File: config.mk
export PLATFORM = sky130hd
export DESIGN_NAME = button_conditioner
export DESIGN_NICKNAME = d
export VERILOG_FILES = /design/src/rtl/button_conditioner.sv
export SDC_FILE = /design/constraint.sdc
export NUM_CORES = 1
export LEC_CHECK = 0
export ABC_CLOCK_PERIOD_IN_PS = 9800
export BUFFER_PORTS_ARGS = -buffer_cell sky130_fd_sc_hd__buf_2
export CORE_ASPECT_RATIO = 0.6
export CORE_UTILIZATION = 65
export DETAILED_ROUTE_END_ITERATION = 8
export GPL_TIMING_DRIVEN = 0
export PLACE_DENSITY = 0.92
export SLEW_MARGIN = 0
export SYNTH_ARGS = -nofsm -noshare
export SYNTH_HDL_FRONTEND = slang
export SYNTH_SLANG_ARGS = --single-unit
File: constraint.sdc
create_clock -name clk -period 9.8 [get_ports clk]
set_clock_uncertainty 0.15 [all_clocks]
set_input_delay 1.96 -clock clk [delete_from_list [all_inputs] [get_ports clk]]
set_output_delay 1.96 -clock clk [all_outputs]
set_load 0.01 [all_outputs]
File: src/rtl/button_conditioner.sv
// Multi-channel push-button/switch conditioner: synchroniser, debounce, polarity
// normalisation, press/release/long-press pulses and a press-toggle latch per channel.
module button_conditioner #(
   parameter int    WIDTH         = 2,
   parameter string POLARITY      = "LOW",
   parameter int    TIMEOUT       = 50000,
   parameter int    TIMEOUT_WIDTH = 16,
   parameter int    LONG_TIMEOUT  = 50000000,
   parameter int    LONG_WIDTH    = 26
) (
   input  logic             clk,
   input  logic             reset,
   input  logic [WIDTH-1:0] data_in,
   output logic [WIDTH-1:0] data_out,
   output logic [WIDTH-1:0] press,
   output logic [WIDTH-1:0] release_pulse,
   output logic [WIDTH-1:0] long_press,
   output logic [WIDTH-1:0] toggle
);

   localparam bit                     ACTIVE_HIGH = (POLARITY == "HIGH");
   localparam logic [TIMEOUT_WIDTH-1:0] CNT_LAST  = TIMEOUT_WIDTH'(TIMEOUT - 1);
   localparam logic [LONG_WIDTH-1:0]    HOLD_LAST = LONG_WIDTH'(LONG_TIMEOUT - 1);

   logic [WIDTH-1:0] sync1_q, sync1_d;
   logic [WIDTH-1:0] s_q, s_d;
   logic [WIDTH-1:0] st_q, st_d;
   logic [WIDTH-1:0] press_q, press_d;
   logic [WIDTH-1:0] release_q, release_d;
   logic [WIDTH-1:0] long_q, long_d;
   logic [WIDTH-1:0] toggle_q, toggle_d;
   logic [WIDTH-1:0] fired_q, fired_d;
   logic [WIDTH-1:0][TIMEOUT_WIDTH-1:0] cnt_q, cnt_d;
   logic [WIDTH-1:0][LONG_WIDTH-1:0]    hc_q, hc_d;

   always_comb begin
      // Normalise before synchronising so the reset value 0 means "released".
      sync1_d   = ACTIVE_HIGH ? data_in : ~data_in;
      s_d       = sync1_q;
      st_d      = st_q;
      cnt_d     = cnt_q;
      hc_d      = hc_q;
      fired_d   = fired_q;
      toggle_d  = toggle_q;
      press_d   = '0;
      release_d = '0;
      long_d    = '0;
      for (int i = 0; i < WIDTH; i++) begin
         if (s_q[i] == st_q[i]) begin
            cnt_d[i] = '0;
         end else if (cnt_q[i] == CNT_LAST) begin
            st_d[i]      = s_q[i];
            cnt_d[i]     = '0;
            press_d[i]   = s_q[i];
            release_d[i] = ~s_q[i];
         end else begin
            cnt_d[i] = cnt_q[i] + TIMEOUT_WIDTH'(1);
         end

         // An accepted release wins over a long-press landing on the same edge.
         if (release_d[i]) begin
            hc_d[i]    = '0;
            fired_d[i] = 1'b0;
         end else if (st_q[i] && !fired_q[i]) begin
            if (hc_q[i] == HOLD_LAST) begin
               long_d[i]  = 1'b1;
               fired_d[i] = 1'b1;
            end else begin
               hc_d[i] = hc_q[i] + LONG_WIDTH'(1);
            end
         end

         if (press_d[i]) toggle_d[i] = ~toggle_q[i];
      end
   end

   always_ff @(posedge clk or posedge reset) begin
      if (reset) begin
         sync1_q   <= '0;
         s_q       <= '0;
         st_q      <= '0;
         press_q   <= '0;
         release_q <= '0;
         long_q    <= '0;
         toggle_q  <= '0;
         fired_q   <= '0;
         cnt_q     <= '0;
         hc_q      <= '0;
      end else begin
         sync1_q   <= sync1_d;
         s_q       <= s_d;
         st_q      <= st_d;
         press_q   <= press_d;
         release_q <= release_d;
         long_q    <= long_d;
         toggle_q  <= toggle_d;
         fired_q   <= fired_d;
         cnt_q     <= cnt_d;
         hc_q      <= hc_d;
      end
   end

   assign data_out      = st_q;
   assign press         = press_q;
   assign release_pulse = release_q;
   assign long_press    = long_q;
   assign toggle        = toggle_q;

endmodule

Yosys cells after proc, flatten, opt, wreduce, memory -nomap -nowiden
Cells that the tools add are included.
{ "word_totals": {"regBits": 100, "in_bits": 4, "elab_cells": 78} }
{ "op_classes": {"add_sub_neg": 4, "n_eq_ne": 8, "muxes": 30, "bitwise": 7, "reduce_logical": 14} }
{ "op_table": {"columns": ["op", "count"], "rows": [
  ["26-bit two-way mux", 6],
  ["16-bit two-way mux", 4],
  ["26-bit by 1-bit adder with 26-bit output, second input constant", 2],
  ["26-bit equality test, second input constant", 2],
  ["16-bit by 1-bit adder with 16-bit output, second input constant", 2],
  ["16-bit equality test, second input constant", 2],
  ["1-bit two-way mux", 20],
  ["2-bit AND reduction", 6],
  ["2-bit nonzero test", 4],
  ["1-bit NOT", 6],
  ["2-bit != test, second input constant", 2],
  ["1-bit equality test", 2],
  ["1-bit logical AND", 2],
  ["1-bit logical NOT", 2],
  ["2-bit NOT", 1]
]} }

Logic depth before layout (Yosys ltp)
Gate-level depths: netlist of run 1.
{ "depth": {"word_depth": 5, "ltp_mapped": 9, "ltp_nobuf": 7} }

Worst setup path before layout of run 1
OpenSTA, ideal clock, no wires.
{ "synth_timing": {"path_kind": "register to output", "start": "register st_q[1], in the netlist data_out[1]", "end": "output data_out[1]", "arrival_ns": 0.432, "t_required_ns": 7.690, "slack_ns": 7.258, "path_stages_with_launch": 1, "cell_sequence": "dfrtp_1"} }
{ "synth_lines": {"columns": ["item", "line", "source"], "rows": [
  ["from (decl)", "27", "logic [WIDTH-1:0] st_q, st_d;"],
  ["from (signal assigned)", "92", "st_q <= st_d;"],
  ["to (decl)", "14", "output logic [WIDTH-1:0] data_out,"]
]} }
No word-level cell between the ends.

Worst setup path in the final report of run 1
{ "layout_timing": {"start": "register st_q[1], in the netlist data_out[1]", "end": "output data_out[1]"} }
No word-level cell between the ends.

==> results of run 1 <==
power by group:
group          internal [uW]  leakage, uW  switching, uW
registers                415      0.00138           1.83
clock network            173     0.000126            160
logic                   4.07     0.000789           11.9
cell usage after synthesis (7+ instances only):
master | count | area [um2]
nand3_1 | 31 | 155
o21ai_0 | 9 | 45.0
or4_1 | 14 | 105
dfrtp_1 | 100 | 2500
and3_1 | 14 | 87.6
a21oi_1 | 20 | 100
xnor2_1 | 37 | 324
nor2_1 | 66 | 248
clkbuf_1 | 9 | 33.8
nor4_1 | 10 | 62.6
nand2_1 | 37 | 139
nor3_1 | 14 | 70.1
inv_1 | 14 | 52.6
nand4_1 | 15 | 93.8
or3_1 | 15 | 93.8
xor2_1 | 16 | 140
o31ai_1 | 7 | 52.6
placed cells by master, fill, tap and decap left out, types with 6 or more instances in the layout:
master | synthesis | routed
nor4_1 | 10 | 10
o21ai_0 | 9 | 9
or3_1 | 15 | 15
nand4_1 | 15 | 15
nor2_1 | 66 | 66
and3_1 | 14 | 14
o31ai_1 | 7 | 7
a21oi_1 | 20 | 20
clkbuf_16 | 0 | 9
clkbuf_1 | 9 | 11
nand3_1 | 31 | 31
or4_1 | 14 | 14
nor3_1 | 14 | 14
nand2_1 | 37 | 37
and4_1 | 6 | 6
xnor2_1 | 37 | 37
dfrtp_1 | 100 | 100
inv_1 | 14 | 13
xor2_1 | 16 | 16
buf_2 | 1 | 14
nor2b_1 | 6 | 6
kinds of logic after synthesis:
logic type                 count (synthesis)
xor gates and xnor gates                  54
DFF                                      100
buffers and inverters                     32
AOI/OAI and AO/OA                         55
and+or+nand+nor                          249
muxes                                      3
adders and majority gates                  4
per-stage QoR:
stage,hold WS [ns],instances,power (uW),worst slack [ns],cell area (um2)
floorplan,0.181,497,436,5.07,4910
global placement,0.186,614,440,4.04,5100
detailed placement,0.185,615,442,6.90,5130
CTS,0.199,631,769,6.69,5400
global route,0.207,631,787,6.64,5400
finish,0.198,631,767,6.69,5400
sequential cells by signal (all words and copies together), names as in the netlist:
signal	count
press	2
fired_q	2
hc_q	52
long_press	2
s_q	2
toggle	2
cnt_q	32
release_pulse	2
s_d	2
data_out	2
layout make-up:
type                            instances  area [um2]  area share [%]
Buffer                                 16        85.1            1.57
Clock buffer                           11         233            4.31
Clock inverter                          5        37.5           0.695
Inverter                               16        62.6            1.16
Multi-Input combinational cell        365        2260            41.8
Sequential cell                       100        2500            46.3
Tap cell                              104         130            2.41
Timing Repair Buffer                   14        92.6            1.71
metal layers:
| layer | global-route usage (%) | wire length [um] | share of wire, % |
|---|---|---|---|
| met1 | 42.1 | 4620 | 41 |
| met2 | 47.0 | 5250 | 47 |
| met3 | 10.8 | 1010 | 9.0 |
| met4 | 15.0 | 374 | 3.3 |
| met5 | 0 | 0 | 0 |
final timing paths:
kind,depth (start not counted),end,from,slack [ns]
worst max-delay path,1,data_out[1],data_out[1],6.69
worst min-delay path,0,s_q[0],s_d[0],0.20
worst max register to register,7,hc_q[0],hc_q[16],6.92
worst min register to register,0,s_q[0],s_d[0],0.20
max in group asynchronous,3,toggle[1],reset,7.31
min in group asynchronous,2,long_press[0],reset,1.52
==> metrics, run 1 <==
grt ovf 0; Clock Tree Buf Depth 2; cts-stage hold buffer count 0; slowest stage delay, CP 0.46 ns; die width 114 um; first-pass iteration count of the detailed router 5; synthesized flop and latch total 100; Synth cell types 48; remaining routing DRC violations 0; crit-path cells buf_2; Synth Area in Compound Gates 7.55%; Total Wirelength 11.3 mm; netlist area before placement just under 5000 um2; Die Y-Extent approximately 69 um; share of cells above drive strength 1 9.49%; critical path required time 7.69 ns; post-route ant nets 0; TritonCTS Buffers 9; n_diodes 0; endpoint class of the critical path primary output; critical path class flop to primary output; Reg clk slew, reported paths 0.07 ns; via count 4005; area of the die 7910 um2; Peak Freq 321 MHz; Slew @ Worst Pin 1.03 ns; global router's overall resource usage about a third; startpoint types flop; Adder-Cell Fraction of Synth Area 1.02%; largest family of logic cells by synthesized area simple AND/OR/NAND/NOR gates; crit path max fanout 8; setup violators final 0; routability cong. 0.875; RSZ-0062 raised after global routing no; CTS tree built; buffer count from post-CTS setup fixing 0; fillcell total 456; CORE AREA 7300 um2; fin util 74.1%; largest net degree at the start of global routing 54; initial antenna violation count 0; Worst Hold Class flop to flop; Final Hold Vio Count 0; CTS root buf clkbuf_16; Sink Count 100; Starting Density roughly two thirds; WL/cell 17.8 um; CP arrival 1.00 ns; fin crit share 31.8%; Post-Synthesis Cells ~500; first-pass GRT wire length roughly 19 mm; VDD IR max 0.0841 mV; # IOs 14; leak pwr 0.00230 uW; Tmin final 3.11 ns; status complete, no violations; Fin Setup TNS 0 ns; vias in the first global route 3889; final net count 530; number of gates resized after cts 0; post-synthesis sequential area ratio between 50% and 60%; Synth Area per Inst 9.88 um2; CP top delay family flip-flops; number of buffers added on ports 13; Max-Cap Viols 0; DR vias/cell about 6.3; Slew headroom 30.9%; Final Slew Violations 0; Clk Latency, worst-skew pair around 0.36 ns; synth warn 0; post-synthesis net count 505; HPWL Detailed approximately 7.1 mm; buffers and inverters on the worst path 1; slowest CP cell dfrtp_1; mux share of post-synthesis cell area less than 1%; Synth Area in XOR/XNOR 9.79%; H-tree depth 3; 1st-iter DRT viols 363; Area Growth Syn to Fin 10.1%; # rows 24; Post-synth EDFFs 0; fraction of registers with async set or reset after synthesis 100%; Primary FF master, synth dfrtp_1; Post-Synth Simple-Gate Area 27.0%; power per cell area 142 nW/um2
Power figures use the tool's default switching activity.
==> run 2, diff against run 1 <==
--- a/config.mk
+++ b/config.mk
@@ -5,13 +5,13 @@
 export SDC_FILE = /design/constraint.sdc
 export NUM_CORES = 1
 export LEC_CHECK = 0
-export ABC_CLOCK_PERIOD_IN_PS = 9800
+export ABC_CLOCK_PERIOD_IN_PS = 2600
 export BUFFER_PORTS_ARGS = -buffer_cell sky130_fd_sc_hd__buf_2
 export CORE_ASPECT_RATIO = 0.6
-export CORE_UTILIZATION = 65
+export CORE_UTILIZATION = 56
 export DETAILED_ROUTE_END_ITERATION = 8
 export GPL_TIMING_DRIVEN = 0
-export PLACE_DENSITY = 0.92
+export PLACE_DENSITY = 0.85
 export SLEW_MARGIN = 0
 export SYNTH_ARGS = -nofsm -noshare
 export SYNTH_HDL_FRONTEND = slang
==> constraint.sdc (replaced) <==
create_clock -name clk -period 2.6 [get_ports clk]
set_clock_uncertainty 0.15 [all_clocks]
set_input_delay 0.52 -clock clk [delete_from_list [all_inputs] [get_ports clk]]
set_output_delay 0.52 -clock clk [all_outputs]
set_load 0.01 [all_outputs]
==> metrics, run 2 (synthesis gave the netlist of run 1 again) <==
CTS tree built; Reg clk slew, reported paths approximately 0.060 ns; largest net degree at the start of global routing 35; leak pwr 0.00242 uW; post-route cell area 5640 um2; H-tree depth 3; initial antenna violation count 0; setup violators final 0; CORE AREA 8490 um2; Tmin final about 2.6 ns; routability cong. 0.890; CTS root buf clkbuf_16; RSZ-0062 raised after global routing yes; area of the die roughly 9000 um2; critical path required time approximately 2.7 ns; crit path max fanout 6; commonest non-fill, non-tap cells in the layout 100 x dfrtp_1, 66 x nor2_1, 37 x nand2_1, 37 x xnor2_1, 31 x nand3_1; Starting Density 57.8%; number of buffers added on ports 13; Slew @ Worst Pin 0.640 ns; grt ovf 0; WL/cell 17.0 um; Max-Cap Viols 0; dpl cells 625; Largest register FFs 52; global router's overall resource usage 25.3%; Peak Freq slightly below 400 MHz; TritonCTS Buffers 9; Die Y-Extent about 75 um; Largest regs hc_q: 52 flops, cnt_q: 32 flops; VDD IR max 0.426 mV; startpoint types flop; non-filler instance count after layout 650; Area Growth Syn to Fin 14.9%; cts-stage hold buffer count 0; Worst Hold Class primary input to async pin; Clk Latency, worst-skew pair 0.35 ns; critical path class flop to flop; via count 3954; Placed Area 5180 um2; first-pass GRT wire length approximately 17 mm; n_diodes 0; DR vias/cell 6.08; hold_ws 0.0486 ns; endpoint class of the critical path flop; status complete, no violations; Fin Setup TNS 0 ns; share of cells above drive strength 1 13.2%; fin crit share 99.4%; remaining routing DRC violations 0; Clock Tree Buf Depth 2; first-pass iteration count of the detailed router 5; commonest non-fill, non-tap cell in the layout dfrtp_1; die width 123 um; Slew headroom 56.9%; Final Slew Violations 0; cell count of the worst reg-to-reg path 7; # rows 26; CP arrival 2.65 ns; Total Wirelength 11.1 mm; final net count 541; HPWL Detailed approximately 7.1 mm; Sink Count 100; most flop-heavy register hc_q; post-route ant nets 0; # IOs 14; power per cell area about 550 nW/um2; Final Hold Vio Count 0; 1st-iter DRT viols slightly above 400; vias in the first global route 3668
[run 2: cell count changes in the layout (fill, tap and decap cells not counted), moves of 2 or more]
cell       change
buf_12         +2
buf_4          +7
bufinv_16      +2
clkbuf_1       -2
nor4_1         -2
[run 2: cell type report]
cell class / instances / area [um2]
clock inverter: 6 / 86.3
buffer: 16 / 86.3
timing repair buffer: 25 / 221
clock buffer: 10 / 239
fill: 613 / 2850
multi-input combinational: 365 / 2300
inverter: 16 / 67.6
tap: 112 / 140
sequential: 100 / 2500
[run 2: metal layers]
layer  vias up  track usage [%]  wire (um)
li1       1828                -          -
met1      1928             34.4       4810
met2       175             38.8       5300
met3        23             7.44        781
met4         0             9.21        177
met5         -                0          0
[run 2: stage by stage]
step | setup WS (ns) | total power [uW] | util (%)
after floorplan | 0.0928 | 1640 | -
after global placement | -0.114 | 1660 | 60.3
after detailed placement | -0.181 | 1670 | 61.1
after CTS | -0.0462 | 3110 | 65.6
after global routing | -0.0542 | 3190 | 66.4
final | 0.0148 | 3100 | 66.4
[run 2: path summary, 6_finish.rpt]
check / startpoint / endpoint / slack [ns]
worst max register to register: hc_q[24] / hc_q[0] / 0.01
worst max-delay path: hc_q[24] / hc_q[0] / 0.01
min in group clk: data_in[0] / s_d[0] / 0.16
worst min register to register: s_d[1] / s_q[1] / 0.20
worst min-delay path: reset / long_press[0] / 0.05
max in group asynchronous: reset / cnt_q[27] / 1.34
[run 2: timing repair]
| action | CTS | global route |
|---|---|---|
| setup endpoints to repair | 13 | 24 |
| setup buffers | 7 | 1 |
| resized for setup | 2 | 8 |
| cloned | 0 | 1 |
| pin swaps | 1 | 1 |
[run 2: report_power, final]
part           internal, uW  leakage (uW)  total (uW)  switching (uW)
logic                  21.6      0.000878        69.5            47.9
registers              1570       0.00138        1570            6.59
clock network           869      0.000159        1460             589
total                  2460       0.00242        3100             643
[run 2: critical path, stage by stage (launching register included)]
cell	delay, ns
dfrtp_1	0.40
or4_1	0.53
or4_4	0.55
o41ai_4	0.29
buf_6	0.20
buf_12	0.13
xor2_2	0.14
nor2_1	0.05
==> run 3, diff against run 2 <==
--- a/config.mk
+++ b/config.mk
@@ -7,8 +7,10 @@
 export LEC_CHECK = 0
 export ABC_CLOCK_PERIOD_IN_PS = 2600
 export BUFFER_PORTS_ARGS = -buffer_cell sky130_fd_sc_hd__buf_2
+export CELL_PAD_IN_SITES_DETAIL_PLACEMENT = 2
+export CELL_PAD_IN_SITES_GLOBAL_PLACEMENT = 2
 export CORE_ASPECT_RATIO = 0.6
-export CORE_UTILIZATION = 56
+export CORE_UTILIZATION = 37
 export DETAILED_ROUTE_END_ITERATION = 8
 export GPL_TIMING_DRIVEN = 0
 export PLACE_DENSITY = 0.85
==> metrics, run 3 (synthesis gave the netlist of run 1 again) <==
Clock Tree Buf Depth 2; commonest non-fill, non-tap cells in the layout 97 x dfrtp_1, 66 x nor2_1, 37 x xnor2_1; startpoint types flop; die width 151 um; # IOs 14; grt ovf 0; Total Wirelength between 15 and 20 mm; # rows 32; first-pass GRT wire length 24.2 mm; min setup slack post-route -0.0357 ns; cell count of the worst reg-to-reg path 7; Total Power approximately 2900 uW; fin crit share 101%; vias in the first global route ~4400; Tmin final 2.64 ns; largest net degree at the start of global routing 36; remaining routing DRC violations 0; Sink Count 100; r2r setup slk -0.04 ns; VDD IR max 0.342 mV; crit path max fanout 5; crit-path cells or4b_4 -> or4_4 -> o41ai_4 -> buf_6 -> buf_12 -> xor2_2 -> nor2_1; n_diodes 0; R2R Path End hc_q[0]; number of buffers added on ports 13; critical path required time 2.67 ns; Slew @ Worst Pin 0.807 ns; CP arrival 2.70 ns; Area Growth Syn to Fin 16.6%; 1st-iter DRT viols roughly 170; Largest register FFs 52; pre-CTS setup slack -0.268 ns; setup violators final 4; Slew headroom roughly 46%; Clk Latency, worst-skew pair 0.36 ns; Peak Freq approximately 380 MHz; final net count around 540; area of the die 13700 um2; HPWL Detailed 9.61 mm; routability cong. 0.811; CP top delay family simple AND/OR/NAND/NOR gates; Final Slew Violations 0; WL/cell 21.8 um; RR Startpoint hc_q[16]; Worst Hold Class primary input to async pin; Largest regs hc_q: 52 flops, cnt_q: 32 flops; TritonCTS Buffers 9; initial antenna violation count 0; via count 4027; H-tree depth 3; global router's overall resource usage between 20% and 30%; Starting Density 38.1%; power per cell area 510 nW/um2; fin util 44.4%; dpl cells 682; CORE AREA 12900 um2; fillcell total 1355; leak pwr 0.00242 uW; buffers and inverters on the worst path 2; share of cells above drive strength 1 between 15 and 20%; critical path class flop to flop; CTS tree built; post-route ant nets 0; endpoint class of the critical path flop; CTS root buf clkbuf_16; Placed Area between 5000 and 6000 um2; first-pass iteration count of the detailed router 4; RSZ-0062 raised after global routing yes; status complete, but fails checks; non-filler instance count after layout a little over 700; most flop-heavy register hc_q; slowest stage delay, CP around 0.56 ns; Reg clk slew, reported paths 0.07 ns; violated checks negative setup slack; commonest non-fill, non-tap cell in the layout dfrtp_1; Max-Cap Viols 0; Die Y-Extent 91.2 um; post-route cell area 5730 um2; slowest CP cell or4_4; DR vias/cell 5.70; Final Hold Vio Count 0
## run 3: changes by cell type in the layout (fill, tap and decap cells not counted), sizes merged
| cell | delta |
|---|---|
| inv | -1 |
| bufinv | -2 |
| clkbuf | +3 |
| clkinvlp | -1 |
## run 3: area by class of cell
class / instances / area, um2 / area share, %
clock buffer: 13 / 260 / 4.55
sequential: 100 / 2510 / 43.8
tap: 170 / 213 / 3.72
timing repair buffer: 25 / 210 / 3.67
multi-input combinational: 365 / 2370 / 41.3
buffer: 16 / 92.6 / 1.62
inverter: 16 / 67.6 / 1.18
clock inverter: 2 / 10.0 / 0.175
## run 3: how the worst max path moves through the flow
stage | slack (ns) | startpoint | endpoint | cells past startpoint
CTS | -0.1 | hc_q[16] | hc_q[0] | 7
finish | -0.04 | hc_q[16] | hc_q[0] | 7
floorplan | 0.09 | hc_q[16] | hc_q[0] | 7
global route | -0.09 | hc_q[16] | hc_q[0] | 7
detailed placement | -0.27 | hc_q[16] | hc_q[0] | 7
global placement | -0.17 | hc_q[16] | hc_q[0] | 7
## run 3: what timing repair did
action / in CTS / in global routing
gates cloned: 0 / 1
gates resized for setup: 10 / 24
pin swaps: 6 / 13
setup endpoints to repair: 41 / 43
hold buffers: 0 / 0
setup buffers: 7 / 2
## run 3: routing by layer
layer  GRT usage (%)  share of wire (%)  up-vias
met5               0                  0        -
met4            7.25                1.8        0
met3            3.67                2.9       22
met2            37.5                 49       55
met1            31.0                 46     2129
li1                -                  -     1821
## run 3: report_power, final
group          internal (uW)  total, uW  leakage [uW]  switching [uW]
Clock                    694       1280      0.000135             586
Sequential              1570       1570       0.00138            7.87
Combinational           17.5       67.1      0.000903            49.6
## run 3: worst register-to-register path, cell delays in order, from the launching register on
cell and delay [ns]:
dfrtp_2 0.41, or4b_4 0.54, or4_4 0.56, o41ai_4 0.32
buf_6 0.20, buf_12 0.13, xor2_2 0.13, nor2_1 0.06
## run 3: per-stage QoR
stage	hold slack, ns	setup TNS (ns)
global route	0.152	-0.415
global placement	0.185	-1.22
CTS	0.154	-0.426
floorplan	0.181	0
finish	0.151	-0.0834
detailed placement	0.189	-2.67
